## src/rtl/led_pkg.sv

```systemverilog
`default_nettype none
// +--------------------------------------------------------------------+
// | led_pkg : shared state type and defaults for the blink/fade path   |
// | Revision: 1.0                                                      |
// +--------------------------------------------------------------------+
package led_pkg;

  typedef enum logic [1:0] {
    OFF       = 2'd0,
    RAMP_UP   = 2'd1,
    ON        = 2'd2,
    RAMP_DOWN = 2'd3
  } led_state_t;

  localparam int DEF_PWM_BITS  = 8;
  localparam int DEF_STEP_CLKS = 195312;
  localparam int BOARD_CLK_HZ  = 100_000_000;

  // A one-clock step still needs a 1-bit counter.
  function automatic int step_cnt_width(input int step_clks);
    return (step_clks > 1) ? $clog2(step_clks) : 1;
  endfunction

endpackage
`default_nettype wire

```

## src/rtl/led_pwm_gen.sv

```systemverilog
`default_nettype none
// +--------------------------------------------------------------------+
// | led_pwm_gen : free-running PWM counter with registered comparator  |
// | Revision: 1.0                                                      |
// +--------------------------------------------------------------------+
module led_pwm_gen
  import led_pkg::*;
#(
  parameter int PWM_BITS = DEF_PWM_BITS
) (
  input  logic                clk,
  input  logic                rst_n,
  input  logic [PWM_BITS-1:0] level,
  output logic                pwm_o
);

  localparam logic [PWM_BITS-1:0] MAX_LEVEL = {PWM_BITS{1'b1}};
  localparam logic [PWM_BITS-1:0] LAST_CNT  = MAX_LEVEL - 1'b1;

  logic [PWM_BITS-1:0] pwm_cnt;

  // Period is MAX_LEVEL clocks so that level=MAX_LEVEL is a solid 1.
  always_ff @(posedge clk or negedge rst_n) begin
    if (!rst_n) begin
      pwm_cnt <= '0;
      pwm_o   <= 1'b0;
    end else begin
      pwm_cnt <= (pwm_cnt == LAST_CNT) ? '0 : pwm_cnt + 1'b1;
      pwm_o   <= (pwm_cnt < level);
    end
  end

endmodule
`default_nettype wire

```

## src/rtl/led_fade_driver.sv

```systemverilog
`default_nettype none
// +--------------------------------------------------------------------+
// | led_fade_driver : turns blink edges into PWM fade-up/down ramps    |
// | Revision: 1.0                                                      |
// +--------------------------------------------------------------------+
module led_fade_driver
  import led_pkg::*;
#(
  parameter int PWM_BITS  = DEF_PWM_BITS,
  parameter int STEP_CLKS = DEF_STEP_CLKS
) (
  input  logic                clk,
  input  logic                rst_n,
  input  logic                en,
  input  logic                blink_in,
  output logic                led_out,
  output logic [PWM_BITS-1:0] level,
  output logic                busy
);

  localparam int                  STEP_W    = step_cnt_width(STEP_CLKS);
  localparam logic [STEP_W-1:0]   STEP_LAST = STEP_W'(STEP_CLKS - 1);
  localparam logic [PWM_BITS-1:0] MAX_LEVEL = {PWM_BITS{1'b1}};

  led_state_t          state, state_nxt;
  logic                tgt;
  logic [PWM_BITS-1:0] level_nxt;
  logic [PWM_BITS-1:0] level_inc;
  logic [PWM_BITS-1:0] level_dec;
  logic [PWM_BITS-1:0] pwm_level;
  logic [STEP_W-1:0]   step_cnt, step_cnt_nxt;
  logic                step_done;

  always_ff @(posedge clk or negedge rst_n) begin
    if (!rst_n) begin
      state    <= OFF;
      level    <= '0;
      step_cnt <= '0;
      tgt      <= 1'b0;
    end else begin
      state    <= state_nxt;
      level    <= level_nxt;
      step_cnt <= step_cnt_nxt;
      tgt      <= blink_in;
    end
  end

  assign step_done = (step_cnt == STEP_LAST);
  assign level_inc = (level == MAX_LEVEL) ? MAX_LEVEL : level + 1'b1;
  assign level_dec = (level == '0) ? '0 : level - 1'b1;

  // Direction reversal is tested before the step so it wins a tie.
  always_comb begin
    state_nxt    = state;
    level_nxt    = level;
    step_cnt_nxt = step_cnt + 1'b1;
    if (!en) begin
      state_nxt    = OFF;
      level_nxt    = '0;
      step_cnt_nxt = '0;
    end else begin
      case (state)
        OFF: begin
          level_nxt    = '0;
          step_cnt_nxt = '0;
          if (tgt) state_nxt = RAMP_UP;
        end
        RAMP_UP: begin
          if (!tgt) begin
            state_nxt    = RAMP_DOWN;
            step_cnt_nxt = '0;
          end else if (step_done) begin
            level_nxt    = level_inc;
            step_cnt_nxt = '0;
            if (level_inc == MAX_LEVEL) state_nxt = ON;
          end
        end
        ON: begin
          level_nxt    = MAX_LEVEL;
          step_cnt_nxt = '0;
          if (!tgt) state_nxt = RAMP_DOWN;
        end
        RAMP_DOWN: begin
          if (tgt) begin
            state_nxt    = RAMP_UP;
            step_cnt_nxt = '0;
          end else if (step_done) begin
            level_nxt    = level_dec;
            step_cnt_nxt = '0;
            if (level_dec == '0) state_nxt = OFF;
          end
        end
        default: begin
          state_nxt    = OFF;
          level_nxt    = '0;
          step_cnt_nxt = '0;
        end
      endcase
    end
  end

  assign busy = (state == RAMP_UP) || (state == RAMP_DOWN);

  // Gating the compare input makes the pin go dark on the same edge as level.
  assign pwm_level = en ? level : '0;

  led_pwm_gen #(
    .PWM_BITS(PWM_BITS)
  ) u_pwm (
    .clk  (clk),
    .rst_n(rst_n),
    .level(pwm_level),
    .pwm_o(led_out)
  );

endmodule
`default_nettype wire

```

## config.mk

```make
export PLATFORM = sky130hd
export DESIGN_NAME = led_fade_driver
export DESIGN_NICKNAME = d
export VERILOG_FILES = /design/src/rtl/led_pkg.sv /design/src/rtl/led_pwm_gen.sv /design/src/rtl/led_fade_driver.sv
export SDC_FILE = /design/constraint.sdc
export NUM_CORES = 1
export LEC_CHECK = 0
export ABC_AREA = 1
export CELL_PAD_IN_SITES_DETAIL_PLACEMENT = 1
export CELL_PAD_IN_SITES_GLOBAL_PLACEMENT = 2
export CORE_ASPECT_RATIO = 1.25
export CORE_MARGIN = 2
export CORE_UTILIZATION = 32
export CTS_CLUSTER_SIZE = 8
export DETAILED_ROUTE_END_ITERATION = 10
export HOLD_SLACK_MARGIN = 0.02
export PLACE_DENSITY = 0.85
export REMOVE_ABC_BUFFERS = 1
export SKIP_LAST_GASP = 1
export SLEW_MARGIN = 20
export SYNTH_ARGS = -nofsm -noshare
export SYNTH_HDL_FRONTEND = slang
export SYNTH_SLANG_ARGS = --single-unit
```

## constraint.sdc

```tcl
create_clock -name clk -period 1.82 [get_ports clk]
set_clock_uncertainty 0.1 [all_clocks]
set_input_delay 0.273 -clock clk [delete_from_list [all_inputs] [get_ports clk]]
set_output_delay 0.273 -clock clk [all_outputs]
set_load 0.1 [all_outputs]
```

==> run metrics, run 1 <==
status=finished, violations left; failing checks=setup timing; CTS tree=yes; Fin. Hold Viols=0; H-tree Lvls=2; worst skew pair latency=0.30 ns; largest net degree at the start of global routing=39; # port buffers=13; Initial Utilization=0.331; # DRC=0; share of power burned in the clock network=0.190; vias per inst=5.15; Area growth, synth to finish=52.9%; Synth Register Bits=38; switching power=0.00209 W; CP endpoint kind=register; share of cells above drive strength 1=0.443; final setup violation count=8; Mean Syn Cell Area=7.56 µm²; final setup margin=-0.194 ns; minimum clock period=2.01 ns; Total Nets Final=482; via count=2,872; worst setup path category=register to register; grt total ovfl=0; initial antenna violation count=0; max_slew headroom=0.652; Sink Count=38; global-route wire length before repair=14.2 mm; core area=0.00829 mm²; crit path launch type=register; overall power=0.00484 W; Final Max Tran Viols=0; Mapped Cells=363; critical path arrival=2.11 ns; FMAX=496 MHz; hold crit path type=input pin to register; Final GP Congestion=0.922; IO Pins=14; die height=108 µm; antenna fix cells=0; Pwr Density=1150 mW/mm²; Reg clk slew, reported paths=0.08 ns; LEAKAGE=1.98 nW; Total GRT Usage=0.194; DRT Pass-1 Iters=4; WL final=9.48 mm; Die X=86.8 µm; vias in the first global route=3,029; Netlist cell types=43; DR WL/cell=17.0 µm; peak supply drop=1.25 mV; Internal=0.00275 W; Routed Antenna Nets=0; worst endpoint required time=1.91 ns; drt initial violations=107; Sw Ratio=0.432; Max FO, Critical Path=7; Syn. warnings=0; sequential share of power=0.208; max-cap viol count=0; Least-Margin Pin Slew=0.523 ns; Post-Syn Area=0.00274 mm²; post-synthesis sequential area ratio=0.347; total die area=0.00934 mm²; final clock period utilization by the worst path=1.11; Root Driver=clkbuf_8; # rows=37; Comb pwr share=0.602; Hold Slack=0.309 ns; RSZ-0062 raised after global routing=true; DP HPWL=6.48 mm; clock buffer depth=2; CTS Buf Count=5
-- power groups by stage --
stage / Sequential, W / Combinational [W] / Clock, W
after floorplan: 0.00124 / 0.00103 / 0
after CTS: 0.00100 / 0.00251 / 0.000930
after detailed placement: 0.00101 / 0.00230 / 0
after global placement: 0.00101 / 0.00225 / 0
after global routing: 0.00102 / 0.00312 / 0.000981
final: 0.00101 / 0.00291 / 0.000921
-- placed cells by master, fill, tap and decap left out, types with 17 or more instances in the layout --
cell type | netlist | routed
buf_4 | 1 | 75
nand2_1 | 82 | 68
nor2_1 | 40 | 36
dfrtp_1 | 38 | 32
inv_1 | 34 | 29
nand2_2 | 10 | 21
a21oi_1 | 20 | 18
nand3_1 | 29 | 17
-- state kept, by name, summed over array words and instances, names as in the netlist --
| name | flops |
|---|---|
| tgt | 1 |
| u_pwm.pwm_cnt | 8 |
| step_cnt | 18 |
| level | 8 |
| state | 2 |
| u_pwm.pwm_o | 1 |
-- metrics by stage --
stage                util  TNS (ns)  setup WS [ns]  area, µm²  std cells
floorplan               -    -10.23         -0.712       2680        355
global placement    0.424    -0.614        -0.0799       3520        529
detailed placement  0.424     -1.41         -0.148       3520        529
CTS                 0.467    -0.343         -0.160       3870        545
global route        0.506     -2.34         -0.323       4200        558
finish              0.506    -0.711         -0.194       4200        558
-- synth_stat cells (all sizes together) --
library cell,n,area [µm²]
nand2,94,393
nor2,50,238
inv,40,160
dfrtp,38,951
nand3,32,175
o21ai,21,109
a21oi,20,100
ha,18,225
nor3,8,50.1
buf,7,62.6
o22ai,5,31.3
a31oi,4,25.0
nand4,3,18.8
nor3b,3,27.5
nor4,3,40.0
xor2,3,26.3
and3,2,12.5
nand3b,2,27.5
or2,2,12.5
xnor2,2,17.5
a22oi,1,7.51
clkbuf,1,3.75
clkinv,1,3.75
o211ai,1,7.51
o21bai,1,7.51
o221a,1,11.3
-- cell families (layout without fill, tap and decap cells) --
family	after synthesis	after routing	share of synthesized area
adders and majority gates	18	18	0.0821
AOI/OAI and AO/OA	54	54	0.109
buffers and inverters	49	147	0.0839
xor gates and xnor gates	5	5	0.0160
and+or+nand+nor	199	199	0.363
DFF	38	38	0.347
-- worst paths after layout --
kind,start,end,slack [ns],depth (start not counted)
max in group asynchronous,rst_n,level[5],0.77,3
worst max-delay path,level[0],state[1],-0.19,14
worst min register to register,u_pwm.pwm_cnt[0],u_pwm.pwm_cnt[0],0.39,1
min in group asynchronous,rst_n,step_cnt[2],0.46,3
worst min-delay path,blink_in,tgt,0.31,1
worst max register to register,level[0],state[1],-0.19,14
-- critical path: stages (launching register included) --
cell	delay [ns]
dfrtp_1	0.44
ha_4	0.18
nand2_4	0.08
nor2_4	0.13
nand2_4	0.12
nand2_1	0.13
nand2_1	0.07
nor2_1	0.16
nand3b_1	0.13
nand2_1	0.09
nand2_2	0.06
nand2_4	0.06
nand2_2	0.05
nand2_1	0.05
nand2_1	0.05
-- area by class of cell --
cell class / count / area [µm²]
flip-flops and latches: 38 / 958
clock inverters: 2 / 60.1
clock buffers: 6 / 82.6
well taps: 97 / 121
repair buffers: 98 / 931
fillers: 989 / 4090
inverters: 41 / 174
multi-input cells: 276 / 1870
-- per-layer routing --
metal	routed length, µm	share of wire	vias up	global-route usage
met3	173	0.018	20	0.0330
li1	-	-	1381	-
met5	0	0	-	0
met4	216	0.023	0	0.0625
met1	3850	0.41	1430	0.224
met2	5240	0.55	41	0.357
-- timing repair --
action,4_1_cts,5_1_grt
endpoints found under the setup margin,21,28
gates resized for setup,39,53
hold buffers,1,0
endpoints found under the hold margin,38,0
setup buffers,7,12
cloned,0,1
pin swaps,13,26
(Power assumes the default switching activity.)
==> inputs of run 2 (changes only) <==
- SKIP_CTS_REPAIR_TIMING: default -> 1
==> run 2 against run 1 <==
- the flow still finishes with violations (setup timing)
- worst hold slack got worse by 0.00056 ns
- count of clock-buffer cells in the layout did not move
- via count fell by 2.1%
- setup slack improved by 0.084 ns
- first-iteration DRC count fell by 12%
- routed wire length fell by 5.6%
- combinational power fell by 10%
- fmax rose by 4.3%
- largest power group unchanged
==> run metrics, run 2 (same netlist as run 1, synthesis figures left out) <==
status=finished, violations left; failing checks=setup timing; Sink Count=38; IO Pins=14; via count=2,813; final clock period utilization by the worst path=1.06; max_slew headroom=0.662; Top reg by flops=step_cnt; grt total ovfl=0; Total Nets Final=478; final setup violation count=5; clock buffer depth=2; hold crit path type=input pin to register; Initial Utilization=0.331; worst skew pair latency=0.30 ns; die height=108 µm; R2R cell count=10; Total GRT Usage=0.187; H-tree Lvls=2; Fin. Hold Viols=0; minimum clock period=1.93 ns; DP HPWL=6.48 mm; RR Startpoint=step_cnt[1]; beginning of the worst hold path=blink_in; max-cap viol count=0; final cell count without fillers=554; Routed Antenna Nets=0; LEAKAGE=1.92 nW; largest net degree at the start of global routing=39; Largest regs=step_cnt (18), level (8), u_pwm.pwm_cnt (8); DR WL/cell=16.1 µm; total die area=0.00934 mm²; WL final=8.95 mm; vias per inst=5.08; vias in the first global route=2,950; Die X=86.8 µm; initial antenna violation count=0; drt initial violations=94; Reg clk slew, reported paths=0.08 ns; DRT Pass-1 Iters=4; Area growth, synth to finish=46.4%; CP endpoint kind=register; global-route wire length before repair=13.8 mm; RSZ-0062 raised after global routing=true; most frequent cells in the layout=nand2_1 (75), buf_4 (75), nor2_1 (35); Least-Margin Pin Slew=0.507 ns; setup TNS=-0.401 ns; CTS tree=yes; Worst R2R Setup Slack=-0.11 ns; worst setup path category=register to register; Final GP Congestion=0.922; Pwr Density=1130 mW/mm²; Final Max Tran Viols=0; antenna fix cells=0; # DRC=0; max reg flops=18; Worst Hold End=tgt; Max FO, Critical Path=4; peak supply drop=1.24 mV; critical path arrival=2.06 ns; # rows=37; Root Driver=clkbuf_8; CTS Buf Count=5; worst r2r dst=step_cnt[16]; FMAX=518 MHz; share of cells above drive strength 1=0.407; crit path launch type=register; # port buffers=13; core area=0.00829 mm²; Cells after DPL=529; Worst Setup SP=step_cnt[1]; worst hold stages=1; worst endpoint required time=1.95 ns; final setup margin=-0.111 ns
==> run 2: routing by layer <==
layer | part of all wire | track usage
met5 | 0 | 0
met3 | 0.018 | 0.0291
met2 | 0.54 | 0.341
met4 | 0.028 | 0.0658
met1 | 0.41 | 0.219
==> run 2: worst max-delay path by stage <==
stage | endpoint | slack, ns | cells after the start
final | step_cnt[16] | -0.11 | 10
after global routing | state[0] | -0.28 | 14
after CTS | busy | -0.21 | 5
after detailed placement | step_cnt[16] | -0.15 | 11
after global placement | step_cnt[16] | -0.08 | 11
after floorplan | state[0] | -0.71 | 14
==> run 2: power breakdown <==
group	leakage [nW]	internal, W	switching, W
Combinational	1.35	0.00108	0.00153
Clock	0.0714	0.000585	0.000337
Sequential	0.503	0.000904	0.000100
Total	1.92	0.00257	0.00196
==> run 2: metrics by stage <==
stage          hold slack, ns  setup WS (ns)  total power, W   util  area [µm²]
2_1_floorplan          -0.123         -0.712         0.00227      -        2680
3_3_place_gp            0.263        -0.0799         0.00325  0.424        3520
3_5_place_dp            0.265         -0.148         0.00331  0.424        3520
4_1_cts               -0.0622         -0.209         0.00423  0.442        3660
5_1_grt                 0.312         -0.276         0.00482  0.485        4020
6_report                0.308         -0.111         0.00454  0.485        4020
==> run 2: worst max-delay path: stages, from the launching register on <==
cell     delay, ns
dfrtp_1       0.38
ha_2          0.21
nand2_2       0.07
nor2_4        0.14
buf_6         0.12
nand3_4       0.06
nor3_4        0.14
inv_1         0.10
nor4_1        0.23
o21ai_0       0.17
nor2_1        0.14
==> run 2: area by class of cell <==
type	instances	area (µm²)
Clock buffer	6	82.6
Clock inverter	2	60.1
Fill cell	1002	4270
Inverter	41	168
Multi-Input combinational cell	277	1780
Sequential cell	38	957
Tap cell	97	121
Timing Repair Buffer	93	843
